**src/rtl/display_pkg.sv**
```systemverilog
// Shared types and helpers for the multiplexed 7-segment scan controller.
package display_pkg;

    localparam int NIBBLE_W   = 4;
    localparam int MAX_DIGITS = 32;

    typedef enum logic [1:0] {
        S_DEAD = 2'd0,
        S_ON   = 2'd1,
        S_OFF  = 2'd2
    } slot_state_t;

    // Active-low anode vector with only bit idx driven low; callers truncate to their digit count.
    function automatic logic [MAX_DIGITS-1:0] onehot_n(input int unsigned idx);
        return ~(MAX_DIGITS'(1) << idx);
    endfunction

endpackage

```
**src/rtl/display_slot_timer.sv**
```systemverilog
// Digit slot prescaler: free-running slot counter with a one-cycle end-of-slot strobe.
module display_slot_timer #(
    parameter int PRESCALE = 100000,
    parameter int CNT_W    = $clog2(PRESCALE)
) (
    input  logic             clk,
    input  logic             reset,
    output logic [CNT_W-1:0] slot_cnt,
    output logic             slot_end
);

    assign slot_end = (slot_cnt == CNT_W'(PRESCALE - 1));

    always_ff @(posedge clk) begin
        if (reset) begin
            slot_cnt <= '0;
        end else if (slot_end) begin
            slot_cnt <= '0;
        end else begin
            slot_cnt <= slot_cnt + CNT_W'(1);
        end
    end

endmodule

```
**src/rtl/display_scan_ctrl.sv**
```systemverilog
// N-digit 7-segment scan controller: dead-time, PWM brightness, leading-zero blanking
// and frame-synchronous value loading.
module display_scan_ctrl
    import display_pkg::*;
#(
    parameter int N_DIGITS    = 4,
    parameter int PRESCALE    = 100000,
    parameter int DEAD_CYCLES = 16,
    parameter int BRIGHT_W    = 4
) (
    input  logic                          clk,
    input  logic                          reset,
    input  logic                          load_valid,
    output logic                          load_ready,
    input  logic [NIBBLE_W*N_DIGITS-1:0]  load_value,
    input  logic                          blank_lz,
    input  logic [BRIGHT_W-1:0]           brightness,
    output logic [N_DIGITS-1:0]           anodes,
    output logic [NIBBLE_W-1:0]           digit_hex,
    output logic [$clog2(N_DIGITS)-1:0]   digit_idx,
    output logic                          frame_start
);

    localparam int IDX_W = $clog2(N_DIGITS);
    localparam int CNT_W = $clog2(PRESCALE);
    localparam int VAL_W = NIBBLE_W * N_DIGITS;
    localparam int STEP  = (PRESCALE - DEAD_CYCLES) / (2**BRIGHT_W - 1);

    logic [CNT_W-1:0]    slot_cnt;
    logic                slot_end;
    slot_state_t         state, state_next;
    logic [VAL_W-1:0]    active, shadow, active_next;
    logic                pending, pending_next;
    logic [CNT_W-1:0]    on_time_r, on_time_now;
    logic                lit_r, lit_now;
    logic [VAL_W-1:0]    upper;
    logic [IDX_W-1:0]    digit_next;
    logic [N_DIGITS-1:0] anodes_next;
    logic                accept, boundary;

    display_slot_timer #(
        .PRESCALE (PRESCALE),
        .CNT_W    (CNT_W)
    ) u_timer (
        .clk      (clk),
        .reset    (reset),
        .slot_cnt (slot_cnt),
        .slot_end (slot_end)
    );

    // Brightness and blanking are evaluated in slot cycle 0 and held for the rest of the slot.
    always_comb begin
        upper       = active >> (NIBBLE_W * int'(digit_idx));
        on_time_now = (slot_cnt == '0) ? CNT_W'(32'(brightness) * STEP) : on_time_r;
        lit_now     = (slot_cnt == '0) ? !(blank_lz && digit_idx != '0 && upper == '0) : lit_r;
    end

    always_comb begin
        state_next = state;
        case (state)
            S_DEAD:  if (slot_cnt == CNT_W'(DEAD_CYCLES - 1))
                         state_next = (on_time_now != '0) ? S_ON : S_OFF;
            S_ON:    if ((slot_cnt - CNT_W'(DEAD_CYCLES - 1)) == on_time_now)
                         state_next = S_OFF;
            S_OFF:   state_next = S_OFF;
            default: state_next = S_DEAD;
        endcase
        if (slot_end)
            state_next = S_DEAD;
    end

    always_comb begin
        boundary     = slot_end && (digit_idx == IDX_W'(N_DIGITS - 1));
        accept       = load_valid && load_ready;
        digit_next   = digit_idx;
        if (slot_end)
            digit_next = (digit_idx == IDX_W'(N_DIGITS - 1)) ? '0 : digit_idx + IDX_W'(1);
        active_next  = (boundary && pending) ? shadow : active;
        pending_next = pending;
        if (accept)
            pending_next = 1'b1;
        else if (boundary)
            pending_next = 1'b0;
        anodes_next  = '1;
        if (state_next == S_ON && lit_now)
            anodes_next = N_DIGITS'(onehot_n(32'(digit_idx)));
    end

    always_ff @(posedge clk) begin
        if (reset) begin
            state       <= S_DEAD;
            digit_idx   <= '0;
            anodes      <= '1;
            digit_hex   <= '0;
            frame_start <= 1'b0;
            active      <= '0;
            shadow      <= '0;
            pending     <= 1'b0;
            load_ready  <= 1'b0;
            on_time_r   <= '0;
            lit_r       <= 1'b1;
        end else begin
            state       <= state_next;
            digit_idx   <= digit_next;
            anodes      <= anodes_next;
            digit_hex   <= active_next[NIBBLE_W*int'(digit_next) +: NIBBLE_W];
            frame_start <= boundary;
            active      <= active_next;
            pending     <= pending_next;
            load_ready  <= !pending_next;
            on_time_r   <= on_time_now;
            lit_r       <= lit_now;
            if (accept)
                shadow <= load_value;
        end
    end

endmodule
```
**config.mk**
```make
export PLATFORM = sky130hd
export DESIGN_NAME = display_scan_ctrl
export DESIGN_NICKNAME = d
export VERILOG_FILES = /design/src/rtl/display_pkg.sv /design/src/rtl/display_slot_timer.sv /design/src/rtl/display_scan_ctrl.sv
export SDC_FILE = /design/constraint.sdc
export NUM_CORES = 1
export LEC_CHECK = 0
export ABC_AREA = 1
export BUFFER_PORTS_ARGS = -buffer_cell sky130_fd_sc_hd__buf_2
export CORE_ASPECT_RATIO = 0.75
export CORE_MARGIN = 2
export CORE_UTILIZATION = 55
export DETAILED_ROUTE_END_ITERATION = 6
export GPL_TIMING_DRIVEN = 0
export PLACE_DENSITY = 0.74
export SETUP_SLACK_MARGIN = 0.05
export SYNTH_ARGS = -nofsm -noshare
export SYNTH_HDL_FRONTEND = slang
export SYNTH_HIERARCHICAL = 1
export SYNTH_SLANG_ARGS = --single-unit
```
**constraint.sdc**
```tcl
create_clock -name clk -period 4.2 [get_ports clk]
set_clock_uncertainty 0.05 [all_clocks]
set_input_delay 0.42 -clock clk [delete_from_list [all_inputs] [get_ports clk]]
set_output_delay 0.42 -clock clk [all_outputs]
set_load 0.005 [all_outputs]
```
After elaboration in Yosys (flattened, before gate mapping)
Cells that the tools add are included.

word-level totals
  register bits after elaboration = 82
  input port bits = 24
  word-level logic and storage cells = 55

cells by class
  $add $sub $neg = 3
  multipliers = 1
  equal/unequal tests = 7
  shift-type cells = 3
  multiplexer cells = 12
  bitwise logic cells = 2
  reductions and logical operators = 15

operators with widths
  kind                                                                   number
  17-bit by 1-bit adder with 17-bit output (second input constant)       1
  17-bit == test                                                         1
  17-bit == test (second input constant)                                 1
  17-bit by 4-bit == test with 1-bit output (second input constant)      1
  17-bit zero test                                                       1
  4-bit by 13-bit multiplier with 17-bit output (second input constant)  1
  17-bit 2-to-1 mux                                                      1
  17-bit nonzero test                                                    1
  17-bit by 4-bit subtractor with 17-bit output (second input constant)  1
  16-bit zero test                                                       1
  16-bit 2-to-1 mux                                                      1
  16-bit by 5-bit variable part select with 4-bit output                 1
  16-bit by 4-bit >> shifter with 16-bit output                          1
  2-bit 2-to-1 mux                                                       6
  1-bit logical AND                                                      6
  2-bit case mux with 3 select lines                                     1
  2-bit by 1-bit == test with 1-bit output (second input constant)       2
  2-bit == test (second input constant)                                  2
  4-bit inverter                                                         1
  2-bit OR reduction                                                     2
  1-bit by 2-bit << shifter with 4-bit output (first input constant)     1
  1-bit 2-to-1 mux                                                       3
  2-bit by 1-bit adder with 2-bit output (second input constant)         1
  1-bit zero test                                                        2
  other kinds (3)                                                        3

Logic depth before layout (Yosys ltp)
  word-level depth = 11
  mapped depth = 20
  depth with buffers taken out = 20

Modules after synthesis
The synthesis kept the hierarchy.

modules (own cells, without submodules)
  module              times used  cells each  area each (µm²)  seq. area each (µm²)
  display_scan_ctrl   1           567         3883.7           1301.2
  display_slot_timer  1           140         948.4            340.3

Least setup slack after synthesis
No wires, ideal clock.

  path kind = input port to flip-flop
  start = input port brightness[1]
  end = register state[0]
  setup time = 0.128 ns
  data arrival time = 2.548 ns
  data required time = 4.022 ns
  setup slack = 1.474 ns
  stages on the path = 16
  buffers on the path = 0
  cell sequence = ha_1 ha_1 ha_1 fa_1 nand3_1 a21boi_0 o21ai_0 nand2_1 nand3_1 nand2_1 nor2_1 nand3_1 nand2_1 nand2_2 nand2_1 nor2_1

between the ends
  longest elaborated chain between the ends = 7

ends and longest elaborated chain
  element                                          RTL line                  source
  start, declared                                  display_scan_ctrl.sv:17   input logic [BRIGHT_W-1:0] brightness,
  4-bit by 13-bit multiplier with 17-bit output *  display_scan_ctrl.sv:54   on_time_now = (slot_cnt == '0) ? CNT_W'(32'(brightness) * STEP) : on_time_r;
  17-bit 2-to-1 mux *                              display_scan_ctrl.sv:54
  17-bit nonzero test                              display_scan_ctrl.sv:62   state_next = (on_time_now != '0) ? S_ON : S_OFF;
  2-bit 2-to-1 mux                                 display_scan_ctrl.sv:62
  2-bit 2-to-1 mux                                 display_scan_ctrl.sv:61   S_DEAD: if (slot_cnt == CNT_W'(DEAD_CYCLES - 1))
  2-bit case mux with 3 select lines *             display_scan_ctrl.sv:60   case (state)
  2-bit 2-to-1 mux *                               display_scan_ctrl.sv:68   if (slot_end)
  end signal, assigned                             display_scan_ctrl.sv:103  state <= state_next;
  end, declared                                    display_scan_ctrl.sv:31   slot_state_t state, state_next;

Mark *: on every way between the ends. The rest lies on a longest branch, timed or not.
A chain may end at the register's enable or synchronous reset.

Worst setup path after layout
  start = register u_timer.slot_cnt[0]
  end = register digit_hex[2]

between the ends
  longest elaborated chain between the ends = 5

ends and longest elaborated chain
  element                                                   RTL line                  source
  start, declared                                           display_slot_timer.sv:8   output logic [CNT_W-1:0] slot_cnt,
  start signal, assigned                                    display_slot_timer.sv:20  slot_cnt <= slot_cnt + CNT_W'(1);
  17-bit == test *                                          display_slot_timer.sv:12  assign slot_end = (slot_cnt == CNT_W'(PRESCALE - 1));
  named net slot_end                                        display_scan_ctrl.sv:30   logic slot_end;
  1-bit logical AND                                         display_scan_ctrl.sv:73   boundary = slot_end && (digit_idx == IDX_W'(N_DIGITS - 1));
  1-bit logical AND                                         display_scan_ctrl.sv:78   active_next = (boundary && pending) ? shadow : active;
  16-bit 2-to-1 mux                                         display_scan_ctrl.sv:78
  16-bit by 5-bit variable part select with 4-bit output *  display_scan_ctrl.sv:106  digit_hex <= active_next[NIBBLE_W*int'(digit_next) +: NIBBLE_W];
  end signal, assigned                                      display_scan_ctrl.sv:106
  end, declared                                             display_scan_ctrl.sv:19   output logic [NIBBLE_W-1:0] digit_hex,

The timed path passes the listed nets; every way through them passes the cells marked *.

==> results by group <==
Flow run
  – Max-Cap Viols: 0

Clock network
  – CTS Hold Buffers Added: 0
  – Setup Buffers After CTS: 0
  – Clk buf depth: 2
  – PostCTS Resize Cnt: 0
  – Clock Tree Root: clkbuf_16
  – CTS Sinks: 82
  – Cts bufs inserted: 9
  – CTS tree: yes
  – Clock transition at path regs: 0.06 ns
  – H-tree levels: 3
  – Clk Latency, worst-skew pair: 0.35 ns

Yosys
  – Avg Inst Size Synth: 6.83 sq um
  – Post-synth ARST share: 0
  – Prevailing post-synth register cell: dfxtp_1
  – Synth Net Count: 755
  – Synthesis Warnings: 6
  – Yosys reg bits: 82
  – Unique cell type count in the Yosys netlist: 36
  – Post-synth EDFFs: 0
  – Mapped Cells: 707
  – Sequential fraction of the synthesis area: 0.340
  – Synthesized area: 4830 sq um

Worst hold path
  – Critical hold path startpoint: load_value[6]
  – Hold WC Path Type: primary input to register
  – Hold Path Depth: 3

Finish
  – Commonest non-fill, non-tap cell in the layout: nand2_1
  – Commonest non-fill, non-tap cells in the layout: nand2_1 (177), nor2_1 (119), dfxtp_1 (82), inv_1 (76), nand3_1 (59)
  – Final nets: 801
  – Fill cells: 775
  – Layout cells sized above 1: 0.140
  – Post-layout util: 0.641
  – Ant diodes: 0
  – Area delta synth->final: 12.7%

Critical path
  – CP Data Arrival Time: 3.24 ns
  – Req. time, crit path: 4.38 ns
  – Setup crit start: u_timer/slot_cnt[0]
  – Worst reg2reg setup slack: 1.14 ns
  – Register-to-Register Path Depth: 13
  – Worst r2r src: u_timer/slot_cnt[0]
  – Crit path max fanout: 10
  – R2R Path End: digit_hex[2]
  – CP endpoint kind: register
  – Element type at the critical path start: register
  – CP Class: register to register
  – Worst Setup EP: digit_hex[2]

Timing
  – RSZ-0062 raised after global routing: false
  – Max-slew headroom: 0.552
  – TNS Setup: 0 ns
  – Setup Viol. Count Final: 0
  – Peak Freq: 0.327 GHz
  – Final Hold Viols: 0
  – Min Clock Period, post-route: 3.06 ns
  – Worst Tran Pin Value: 0.665 ns
  – Final max-slew violation count: 0
  – Period utilization: 0.728

Global routing
  – Initial antenna violation count: 0
  – Grt total ovfl: 0
  – Vias in the first global route: 4273
  – GRT Overall Usage: 0.262
  – Global-route wire length before repair: 20000 um
  – Pin count of the biggest net entering global routing: 16

Drt
  – DR WL/cell: 13.8 um
  – Post-Route WL: 12000 um
  – Pre-antenna DRT Iters: 7
  – Final ANT Viol Nets: 0
  – Vias per cell: 5.36
  – DRC viols: 2
  – Initial DRC count: 412
  – Via count: 4638

Floorplan
  – Die area: 9560 sq um
  – Die Wd: 112 um
  – # rows: 29
  – Starting density of the core: 0.569
  – Core Area: 8490 sq um
  – Ports: 36
  – Die height: 85.2 um

Placement
  – GP Congestion: 0.957
  – HPWL Detailed: 9180 um
  – I/O Buffers: 35

Power and ir drop
  – LEAKAGE: 2.70 nW
  – Pwr dens: 356 nW/um^2
  – Peak VDD IR: 0.248 mV

Run status
  – Failing checks: design-rule violations
  – Status: finished, violations left
==> metrics by stage <==
stage	setup WS (ns)	total power [mW]	instances	cell area [sq um]	hold WS, ns
2_1_floorplan	1.47	1.07	707	4830	0.400
3_3_place_gp	0.918	1.13	850	5140	0.414
3_5_place_dp	0.898	1.15	850	5140	0.425
4_1_cts	1.22	1.94	866	5450	0.271
5_1_grt	0.910	2.02	866	5450	0.283
6_report	1.14	1.94	866	5450	0.272
==> power by group <==
part           internal [mW]  switching, mW  total (mW)
combinational          0.111          0.186       0.297
sequential             0.812         0.0213       0.833
clock                  0.465          0.342       0.808
total                   1.39          0.550        1.94
==> worst min-delay path by stage <==
stage                 end
6_report        shadow[6]
5_1_grt         shadow[5]
4_1_cts         shadow[0]
3_5_place_dp   shadow[12]
3_3_place_gp   shadow[15]
2_1_floorplan  shadow[12]
==> sequential cells by signal, indices dropped and copies added, names as in the netlist, 2 cells and up <==
name              cells
state                 2
digit_idx             2
on_time_r            17
active               16
anodes                4
shadow               16
digit_hex             4
u_timer/slot_cnt     17
==> cell type report <==
cell class / count / area, sq um / area share
Sequential cell: 82 / 1640 / 0.301
Tap cell: 108 / 135 / 0.0248
Buffer: 15 / 93.8 / 0.0172
Clock inverter: 7 / 78.8 / 0.0145
Clock buffer: 9 / 225 / 0.0414
Multi-Input combinational cell: 534 / 2810 / 0.516
Timing Repair Buffer: 35 / 175 / 0.0322
Inverter: 76 / 285 / 0.0524
==> per-layer routing <==
layer / vias to the layer above / part of all wire / track usage
met5: - / 0 / 0
met4: 0 / 0.017 / 0.0732
met3: 22 / 0.067 / 0.0643
met2: 154 / 0.44 / 0.405
met1: 2118 / 0.47 / 0.367
li1: 2344 / - / -
==> synthesized netlist by cell type, types with 7 or more instances <==
| cell | n | area [sq um] |
|---|---|---|
| nand2_1 | 177 | 664 |
| nor2_1 | 119 | 447 |
| dfxtp_1 | 82 | 1640 |
| inv_1 | 76 | 285 |
| nand3_1 | 59 | 295 |
| o21ai_0 | 27 | 135 |
| ha_1 | 23 | 288 |
| nor2_2 | 20 | 125 |
| a21oi_1 | 18 | 90.1 |
| mux2i_1 | 14 | 140 |
| nand4_1 | 14 | 87.6 |
| nand2_2 | 10 | 62.6 |
| nand3b_1 | 9 | 67.6 |
| nand2_4 | 8 | 90.1 |
| clkbuf_1 | 7 | 26.3 |
==> critical path, cell delays in order, from the launching register on <==
cell and delay, ns:
dfxtp_1 0.51, ha_1 0.27, nand2_1 0.11, nor2_4 0.18
nand3_2 0.18, inv_1 0.24, nand2_1 0.10, inv_1 0.08
nand2_1 0.29, buf_2 0.36, mux2i_1 0.25, o21ai_0 0.13
o211ai_1 0.12, nand2_1 0.07
==> logic make-up (layout without fill, tap and decap cells) <==
kind of cell / Yosys count / after routing / share of synthesized area
muxes: 14 / 14 / 0.0290
adders and majority gates: 24 / 24 / 0.0637
buffers and inverters: 91 / 142 / 0.0785
xor gates and xnor gates: 11 / 11 / 0.0199
AOI/OAI and AO/OA: 54 / 54 / 0.0588
DFF: 82 / 82 / 0.340
and+or+nand+nor: 431 / 431 / 0.410
(Power assumes the default switching activity.)
